$ cat src/rtl/ps2_scancode_rx_if.sv
// PS/2 receive bus: raw keyboard lines in, decoded byte and status pulses out.
// The receiver takes the slave side; a keyboard model or consumer takes master.
interface ps2_scancode_rx_if;
  logic       ps2_clock;
  logic       ps2_data;
  logic [7:0] scancode;
  logic       valid;
  logic       parity_err;
  logic       frame_err;

  modport master (
    output ps2_clock, ps2_data,
    input  scancode, valid, parity_err, frame_err
  );

  modport slave (
    input  ps2_clock, ps2_data,
    output scancode, valid, parity_err, frame_err
  );
endinterface

$ cat src/rtl/ps2_scancode_rx.sv
// PS/2 keyboard receiver: synchronizes and deglitches the keyboard clock, then
// decodes 11-bit frames into scancodes with parity, framing and timeout checks.
module ps2_scancode_rx #(
  parameter int FILTER_LEN = 8,
  parameter int TIMEOUT    = 50000
) (
  input  logic          clk_in,
  input  logic          reset,
  ps2_scancode_rx_if.slave ps2
);
  localparam int          FW       = $clog2(FILTER_LEN + 1);
  localparam logic [15:0] TO_LIMIT = 16'(TIMEOUT);

  typedef enum logic [1:0] {IDLE, DATA, PARITY, STOP} state_t;

  logic          clk_s1, clk_s2, data_s1, data_s2;
  logic          filt_clk, filt_prev;
  logic [FW-1:0] filt_cnt;
  logic [15:0]   to_cnt;
  state_t        state;
  logic [2:0]    bit_cnt;
  logic [7:0]    shift_reg;
  logic          parity_bit;
  logic [7:0]    scancode_reg;
  logic          valid_reg, parity_err_reg, frame_err_reg;
  logic          bit_edge, to_hit;

  assign bit_edge = filt_prev & ~filt_clk;
  assign to_hit   = (state != IDLE) && (to_cnt == TO_LIMIT);

  always_ff @(posedge clk_in or negedge reset) begin
    if (!reset) begin
      clk_s1  <= 1'b1;
      clk_s2  <= 1'b1;
      data_s1 <= 1'b1;
      data_s2 <= 1'b1;
    end else begin
      clk_s1  <= ps2.ps2_clock;
      clk_s2  <= clk_s1;
      data_s1 <= ps2.ps2_data;
      data_s2 <= data_s1;
    end
  end

  // Filtered clock flips only once the new level has persisted FILTER_LEN cycles.
  always_ff @(posedge clk_in or negedge reset) begin
    if (!reset) begin
      filt_clk  <= 1'b1;
      filt_prev <= 1'b1;
      filt_cnt  <= '0;
    end else begin
      filt_prev <= filt_clk;
      if (clk_s2 == filt_clk) begin
        filt_cnt <= '0;
      end else if (filt_cnt == FW'(FILTER_LEN - 1)) begin
        filt_clk <= clk_s2;
        filt_cnt <= '0;
      end else begin
        filt_cnt <= filt_cnt + 1'b1;
      end
    end
  end

  always_ff @(posedge clk_in or negedge reset) begin
    if (!reset) begin
      to_cnt <= '0;
    end else if (state == IDLE || bit_edge) begin
      to_cnt <= '0;
    end else if (to_cnt != 16'hFFFF) begin
      to_cnt <= to_cnt + 16'd1;
    end
  end

  always_ff @(posedge clk_in or negedge reset) begin
    if (!reset) begin
      state          <= IDLE;
      bit_cnt        <= '0;
      shift_reg      <= '0;
      parity_bit     <= 1'b0;
      scancode_reg   <= '0;
      valid_reg      <= 1'b0;
      parity_err_reg <= 1'b0;
      frame_err_reg  <= 1'b0;
    end else begin
      valid_reg      <= 1'b0;
      parity_err_reg <= 1'b0;
      frame_err_reg  <= 1'b0;
      if (bit_edge) begin
        case (state)
          IDLE: begin
            if (!data_s2) begin
              state   <= DATA;
              bit_cnt <= '0;
            end else begin
              frame_err_reg <= 1'b1;
            end
          end
          DATA: begin
            shift_reg <= {data_s2, shift_reg[7:1]};
            bit_cnt   <= bit_cnt + 3'd1;
            if (bit_cnt == 3'd7) state <= PARITY;
          end
          PARITY: begin
            parity_bit <= data_s2;
            state      <= STOP;
          end
          STOP: begin
            // Parity failure takes precedence over a bad stop bit.
            if (!(^{shift_reg, parity_bit})) begin
              parity_err_reg <= 1'b1;
            end else if (!data_s2) begin
              frame_err_reg <= 1'b1;
            end else begin
              scancode_reg <= shift_reg;
              valid_reg    <= 1'b1;
            end
            state <= IDLE;
          end
          default: state <= IDLE;
        endcase
      end else if (to_hit) begin
        frame_err_reg <= 1'b1;
        shift_reg     <= '0;
        bit_cnt       <= '0;
        state         <= IDLE;
      end
    end
  end

  assign ps2.scancode   = scancode_reg;
  assign ps2.valid      = valid_reg;
  assign ps2.parity_err = parity_err_reg;
  assign ps2.frame_err  = frame_err_reg;
endmodule

$ cat src/flat_wrapper.sv
// flat-port wrapper written by rule: the top's interface ports become plain ports
module ps2_scancode_rx_flat 
#(
  parameter int FILTER_LEN = 8,
  parameter int TIMEOUT    = 50000
)
  (clk_in, reset, ps2_ps2_clock, ps2_ps2_data, ps2_scancode, ps2_valid, ps2_parity_err, ps2_frame_err);
  ps2_scancode_rx_if ps2_i ();
  input  logic clk_in;
  input  logic reset;
  input wire logic [$bits(ps2_i.ps2_clock)-1:0] ps2_ps2_clock;
  input wire logic [$bits(ps2_i.ps2_data)-1:0] ps2_ps2_data;
  output wire logic [$bits(ps2_i.scancode)-1:0] ps2_scancode;
  output wire logic [$bits(ps2_i.valid)-1:0] ps2_valid;
  output wire logic [$bits(ps2_i.parity_err)-1:0] ps2_parity_err;
  output wire logic [$bits(ps2_i.frame_err)-1:0] ps2_frame_err;
  assign ps2_i.ps2_clock = ps2_ps2_clock;
  assign ps2_i.ps2_data = ps2_ps2_data;
  assign ps2_scancode = ps2_i.scancode;
  assign ps2_valid = ps2_i.valid;
  assign ps2_parity_err = ps2_i.parity_err;
  assign ps2_frame_err = ps2_i.frame_err;
  ps2_scancode_rx #(.FILTER_LEN(FILTER_LEN), .TIMEOUT(TIMEOUT)) u_core (.clk_in(clk_in), .reset(reset), .ps2(ps2_i));
endmodule
$ cat config.mk
export PLATFORM = sky130hd
export DESIGN_NAME = ps2_scancode_rx_flat
export DESIGN_NICKNAME = d
export VERILOG_FILES = /design/src/rtl/ps2_scancode_rx_if.sv /design/src/rtl/ps2_scancode_rx.sv /design/src/flat_wrapper.sv
export SDC_FILE = /design/constraint.sdc
export NUM_CORES = 1
export LEC_CHECK = 0
export CORE_MARGIN = 10
export CORE_UTILIZATION = 53
export CTS_CLUSTER_DIAMETER = 80
export CTS_CLUSTER_SIZE = 28
export DETAILED_ROUTE_END_ITERATION = 8
export PLACE_DENSITY_LB_ADDON = 0.2
export SYNTH_ARGS = -nofsm -noshare
export SYNTH_HDL_FRONTEND = slang
export SYNTH_SLANG_ARGS = --single-unit
$ cat constraint.sdc
create_clock -name clk_in -period 2.1 [get_ports clk_in]
set_clock_uncertainty 0.15 [all_clocks]
set_input_delay 0.42 -clock clk_in [delete_from_list [all_inputs] [get_ports clk_in]]
set_output_delay 0.42 -clock clk_in [all_outputs]
set_load 0.1 [all_outputs]
Word-level counts from Yosys, hierarchy flattened
Cells that the tools add are included.

Register bits: 51. Bits of input ports: 4. Output and inout port bits: 11. Logic and storage cells: 75.

$add $sub $neg: 3. Equal/unequal tests: 12. Muxes and demuxes: 28. Bitwise operators: 3. Reductions and logical operators: 13.

Operators by type and width (count): $mux 16 (2); $mux 8 (3); $add 16x1->16 const B (1); $eq 16x16->1 const B (1); $ne 16x16->1 const B (1); $mux 1 (11); $mux 3 (3); $ne 3x3->1 const B (3); $reduce_xor 9->1 (1); $mux 2 (4); $mux 4 (2); $pmux 2 s4 (1); $pmux 3 s2 (1); $reduce_and 2->1 (3); $reduce_and 3->1 (2); $reduce_bool 2->1 (3); $add 4x1->4 const B (1); $eq 2x2->1 const B (2); $eq 4x3->1 const B (1); $reduce_and 4->1 (1); $add 3x1->3 const B (1); $eq 3x3->1 const B (1); $eq 2x1->1 const B (1); $logic_not 2->1 (1); 7 further kinds (8).

Logic depth before layout (Yosys ltp)
Depth after elaboration: 4. Depth in mapped cells: 7. Mapped depth without buffers: 7.

Least setup slack after synthesis
No wires, ideal clock.

Path type: flip-flop to flip-flop. Start point: register u_core.filt_clk. End point: register u_core.bit_cnt[0]. Setup time: 128 ps. Data arrival time: 1799 ps. Required time: 1822 ps. Slack: 23 ps. Stages on the path, launching flop included: 8. Buffers on the path: 2. Clock period less this slack: 2077 ps. Cell sequence: dfstp_2 nor2b_1 buf_2 or2_1 buf_2 nor4_4 nor2_1 mux2_1.

Word-level cells in the longest chain between the ends: 4. Elaborated cells between the ends (all ways): 7. Those cells by class: eq/ne: 2; mux: 1; bitwise: 2; reduce/logical: 2.

Ends and longest elaborated chain: start: declaration (RTL line ps2_scancode_rx.sv:17) `logic filt_clk, filt_prev;`; start signal: assignment (RTL line ps2_scancode_rx.sv:56) `filt_clk <= clk_s2;`; $not 1->1 (*) (RTL line ps2_scancode_rx.sv:28) `assign bit_edge = filt_prev & ~filt_clk;`; $and 1x1->1 (*) (RTL line ps2_scancode_rx.sv:28); $ne 3x3->1 (no line) or $reduce_bool 2->1 (tied branches); $reduce_and 3->1 (no line); end signal: assignment (RTL line ps2_scancode_rx.sv:100) `bit_cnt <= bit_cnt + 3'd1;`; end: declaration (RTL line ps2_scancode_rx.sv:21) `logic [2:0] bit_cnt;`.

Mark *: on every way between the ends. The rest lies on a longest branch, timed or not. A chain may end at the register's enable or synchronous reset.

Worst setup path after layout
Start point: register u_core.shift_reg[4]. End point: register u_core.scancode_reg[4] (netlist: u_core.ps2.scancode[4]).

Word-level cells in the longest chain between the ends: 2.

Ends and longest elaborated chain: start: declaration (RTL line ps2_scancode_rx.sv:22) `logic [7:0] shift_reg;`; start signal: assignment (RTL line ps2_scancode_rx.sv:99) `shift_reg <= {data_s2, shift_reg[7:1]};`; $reduce_xor 9->1 (RTL line ps2_scancode_rx.sv:109) `if (!(^{shift_reg, parity_bit})) begin`; $reduce_and 4->1 (no line); end signal: assignment (RTL line ps2_scancode_rx.sv:114) `scancode_reg <= shift_reg;`; end: declaration (RTL line ps2_scancode_rx.sv:24) `logic [7:0] scancode_reg;`.

Parallel ways exist; a longest one is shown, timed or not.

==> summary.md <==
| Metric | Value |
|---|---|
| DRC viols | `0` |
| Least-Margin Pin Slew | `0.404 ns` |
| RSZ-0062 raised after global routing | `yes` |
| Hold Worst Slack | `0.206 ns` |
| Fin. max-slew vios | `0` |
| Placed instance count | `306` |
| Full die area | `7860 µm²` |
| IR drop worst, VDD | `0.478 mV` |
| Rows | `24` |
| Initial antenna violation count | `0` |
| Crit path kind | `flip-flop to flip-flop` |
| Cells on worst reg2reg path | `5` |
| Post-DR wirelength/cell | `14.6 µm` |
| Synthesized net count | `242` |
| Post-synth EDFFs | `0` |
| First-pass GRT wire length | `8.09 mm` |
| Max FFs per register | `16` |
| Crit end category | `flip-flop` |
| Ant diodes | `0` |
| Number of port buffers | `14` |
| Status | `finished clean` |
| Sw Pwr | `0.607 mW` |
| Pre-antenna DRT Iters | `4` |
| # fillers | `353` |
| FF-to-FF Start | `u_core.shift_reg[4]$_DFFE_PN0P_` |
| Period utilization | `96.6%` |
| Leakage | `1.37 nW` |
| Crit path max fanout | `9` |
| Post-Syn Area | `2500 µm²` |
| Overflow after GRT | `0` |
| Antenna-violating nets left | `0` |
| Initial Util | `55.9%` |
| Post-CTS Setup Bufs | `0` |
| GPL Wtd Cong | `0.834` |
| Final std cells w/o fill | `315` |
| Dominant synthesized flop cell | `dfrtp_1` |
| Top Ports | `15` |
| Detailed Place HPWL | `3.34 mm` |
| Root Driver | `clkbuf_8` |
| Reg-to-reg setup timing slack | `0.07 ns` |
| Die height | `88.7 µm` |
| DR vias | `1705` |
| Routed wire length | `4.60 mm` |
| Post-DR vias/cell | `5.41` |
| Final Setup Violations | `0` |
| CP required | `2.14 ns` |
| Fin. Hold Viols | `0` |
| CTS buffer count | `5` |
| Synth Register Bits | `51` |
| Vias in the first global route | `1723` |
| Worst slack, placed | `0.0443 ns` |
| Area Overhead vs Synth | `17.0%` |
| Ys Warns | `0` |
| HP Class | `flip-flop to flip-flop` |
| Nets | `275` |
| Share of layout cells above drive strength 1 | `23.6%` |
| Die width | `88.7 µm` |
| Crit path time final | `2.03 ns` |
| Pwr Density | `755 nW/µm²` |
| P_int | `1.60 mW` |
| Sw Share | `27.5%` |
| Worst Setup Start Kind | `flip-flop` |
| Core ar. | `4470 µm²` |
| Max H-tree Level | `2` |
| TritonCTS clock tree | `built` |
| Worst skew pair latency | `0.29 ns` |
| Sequential Power Share | `50.4%` |
| Pin count of the biggest net entering global routing | `52` |
| Clock-pin transition on the worst setup and hold timing paths | `0.09 ns` |
| Post-synth ARST share | `100%` |
| Total track usage | `12.7%` |
| Max-slew headroom | `73.0%` |
| Avg Inst Size Synth | `10.9 µm²` |
| Worst hold path cell count | `0` |
| Combinational Power Share | `19.9%` |
| Min-Delay Startpoint | `u_core.data_s1$_DFF_PN1_` |
| Clk buf depth | `2` |
| Setup WS post-layout | `0.0720 ns` |
| Clk network pwr share | `29.8%` |
| Sequential area share after synthesis | `51.4%` |
| CP startpoint | `u_core.shift_reg[4]$_DFFE_PN0P_` |
| WP data arrival | `2.06 ns` |
| Synth unique cells | `43` |
| Max-cap violations | `0` |
| Clock Sink Count | `51` |
| Maximum clock rate | `493 MHz` |
| Initial drt markers | `94` |
| Synth Instances | `229` |
[through the flow]
stage / total power, mW / util [%] / cell area (µm²) / TNS (ns)
final: 2.21 / 65.4 / 2920 / 0
after global routing: 2.33 / 65.4 / 2920 / -0.0648
after CTS: 2.24 / 65.1 / 2910 / 0
after detailed placement: 1.57 / 62.5 / 2800 / 0
after global placement: 1.56 / 62.5 / 2800 / 0
after floorplan: 1.42 / - / 2500 / 0
[metal layers]
| metal | vias up | routed length, µm | track usage (%) | share of wire (%) |
|---|---|---|---|---|
| met5 | - | 0 | 0 | 0 |
| met4 | 0 | 34 | 4.26 | 0.74 |
| met3 | 4 | 185 | 3.31 | 4.0 |
| met2 | 25 | 2170 | 20.3 | 47 |
| met1 | 829 | 2210 | 16.4 | 48 |
| li1 | 847 | - | - | - |
[final cells by class]
type	instances	area, µm²	share of cell area [%]
multi-input combinational	160	1150	39.5
clock inverter	1	30.0	1.03
clock buffer	7	76.3	2.61
inverter	9	33.8	1.16
tap	52	65.1	2.23
timing repair buffer	35	280	9.58
sequential	51	1280	43.9
[layout by cell type, fill, tap and decap left out, types with 3 or more instances in the layout]
master and count:
and3_1 4, o31ai_1 3, a211oi_1 3, xor2_1 9, buf_4 30, inv_1 9, clkbuf_8 5, nor2_1 22
nor2b_1 3, nor4_1 4, a21oi_1 6, o2111ai_1 4, xnor2_1 9, nand3_1 4, dfstp_2 6, nor3_1 4
mux2_4 8, o21ai_1 10, ha_1 9, dfrtp_1 45, nand2_1 30
[cell usage after synthesis (4+ instances only)]
master | instances | area share, %
inv_1 | 9 | 1.4
dfstp_2 | 6 | 6.3
nor2_1 | 22 | 3.3
and3_1 | 4 | 1.0
buf_2 | 4 | 0.80
nor3_1 | 4 | 0.80
nand3_1 | 4 | 0.80
mux2_4 | 8 | 4.8
o2111ai_1 | 4 | 1.4
o21ai_1 | 10 | 2.0
nor4_1 | 4 | 1.0
nand2_1 | 30 | 4.5
dfrtp_1 | 45 | 45
ha_1 | 9 | 4.5
xor2_1 | 9 | 3.2
a21oi_1 | 6 | 1.2
xnor2_1 | 10 | 3.5
[worst max-delay path, stage by stage, from the launching register on]
cell     delay (ns)
dfrtp_1        0.41
xor2_1         0.16
xnor3_2        0.49
xnor2_4        0.19
nor2_8         0.20
mux2_4         0.32
[cells by family (layout without fill, tap and decap cells)]
| group | after synthesis | in the layout | synth area share, % |
|---|---|---|---|
| compound gates | 30 | 30 | 7.61 |
| xor+xnor | 21 | 21 | 8.71 |
| fa+ha+maj | 9 | 9 | 4.50 |
| buf+inv | 18 | 52 | 2.90 |
| flops | 51 | 51 | 51.4 |
| mux | 13 | 13 | 6.96 |
| simple gates | 87 | 87 | 18.0 |
[worst paths after layout]
kind / end
max: u_core.ps2.scancode[4]$_DFFE_PN0P_
min reg2reg: u_core.data_s2$_DFF_PN1_
min in group asynchronous: u_core.filt_cnt[2]$_DFF_PN0_
max reg2reg: u_core.ps2.scancode[4]$_DFFE_PN0P_
min: u_core.data_s2$_DFF_PN1_
max in group asynchronous: u_core.data_s1$_DFF_PN1_
[power groups by stage]
stage / Sequential, mW / Combinational, mW / Clock, mW
after detailed placement: 1.13 / 0.440 / 0
final: 1.11 / 0.439 / 0.657
after global routing: 1.12 / 0.498 / 0.713
after CTS: 1.11 / 0.445 / 0.681
after floorplan: 1.15 / 0.263 / 0
after global placement: 1.13 / 0.435 / 0
[repair_timing]
item,4_1_cts,5_1_grt
hold buffers,1,0
gates resized for setup,0,2
hold endpoints to repair,45,0
setup endpoints to repair,0,16
No activity file was read; power rests on OpenSTA's default activity.
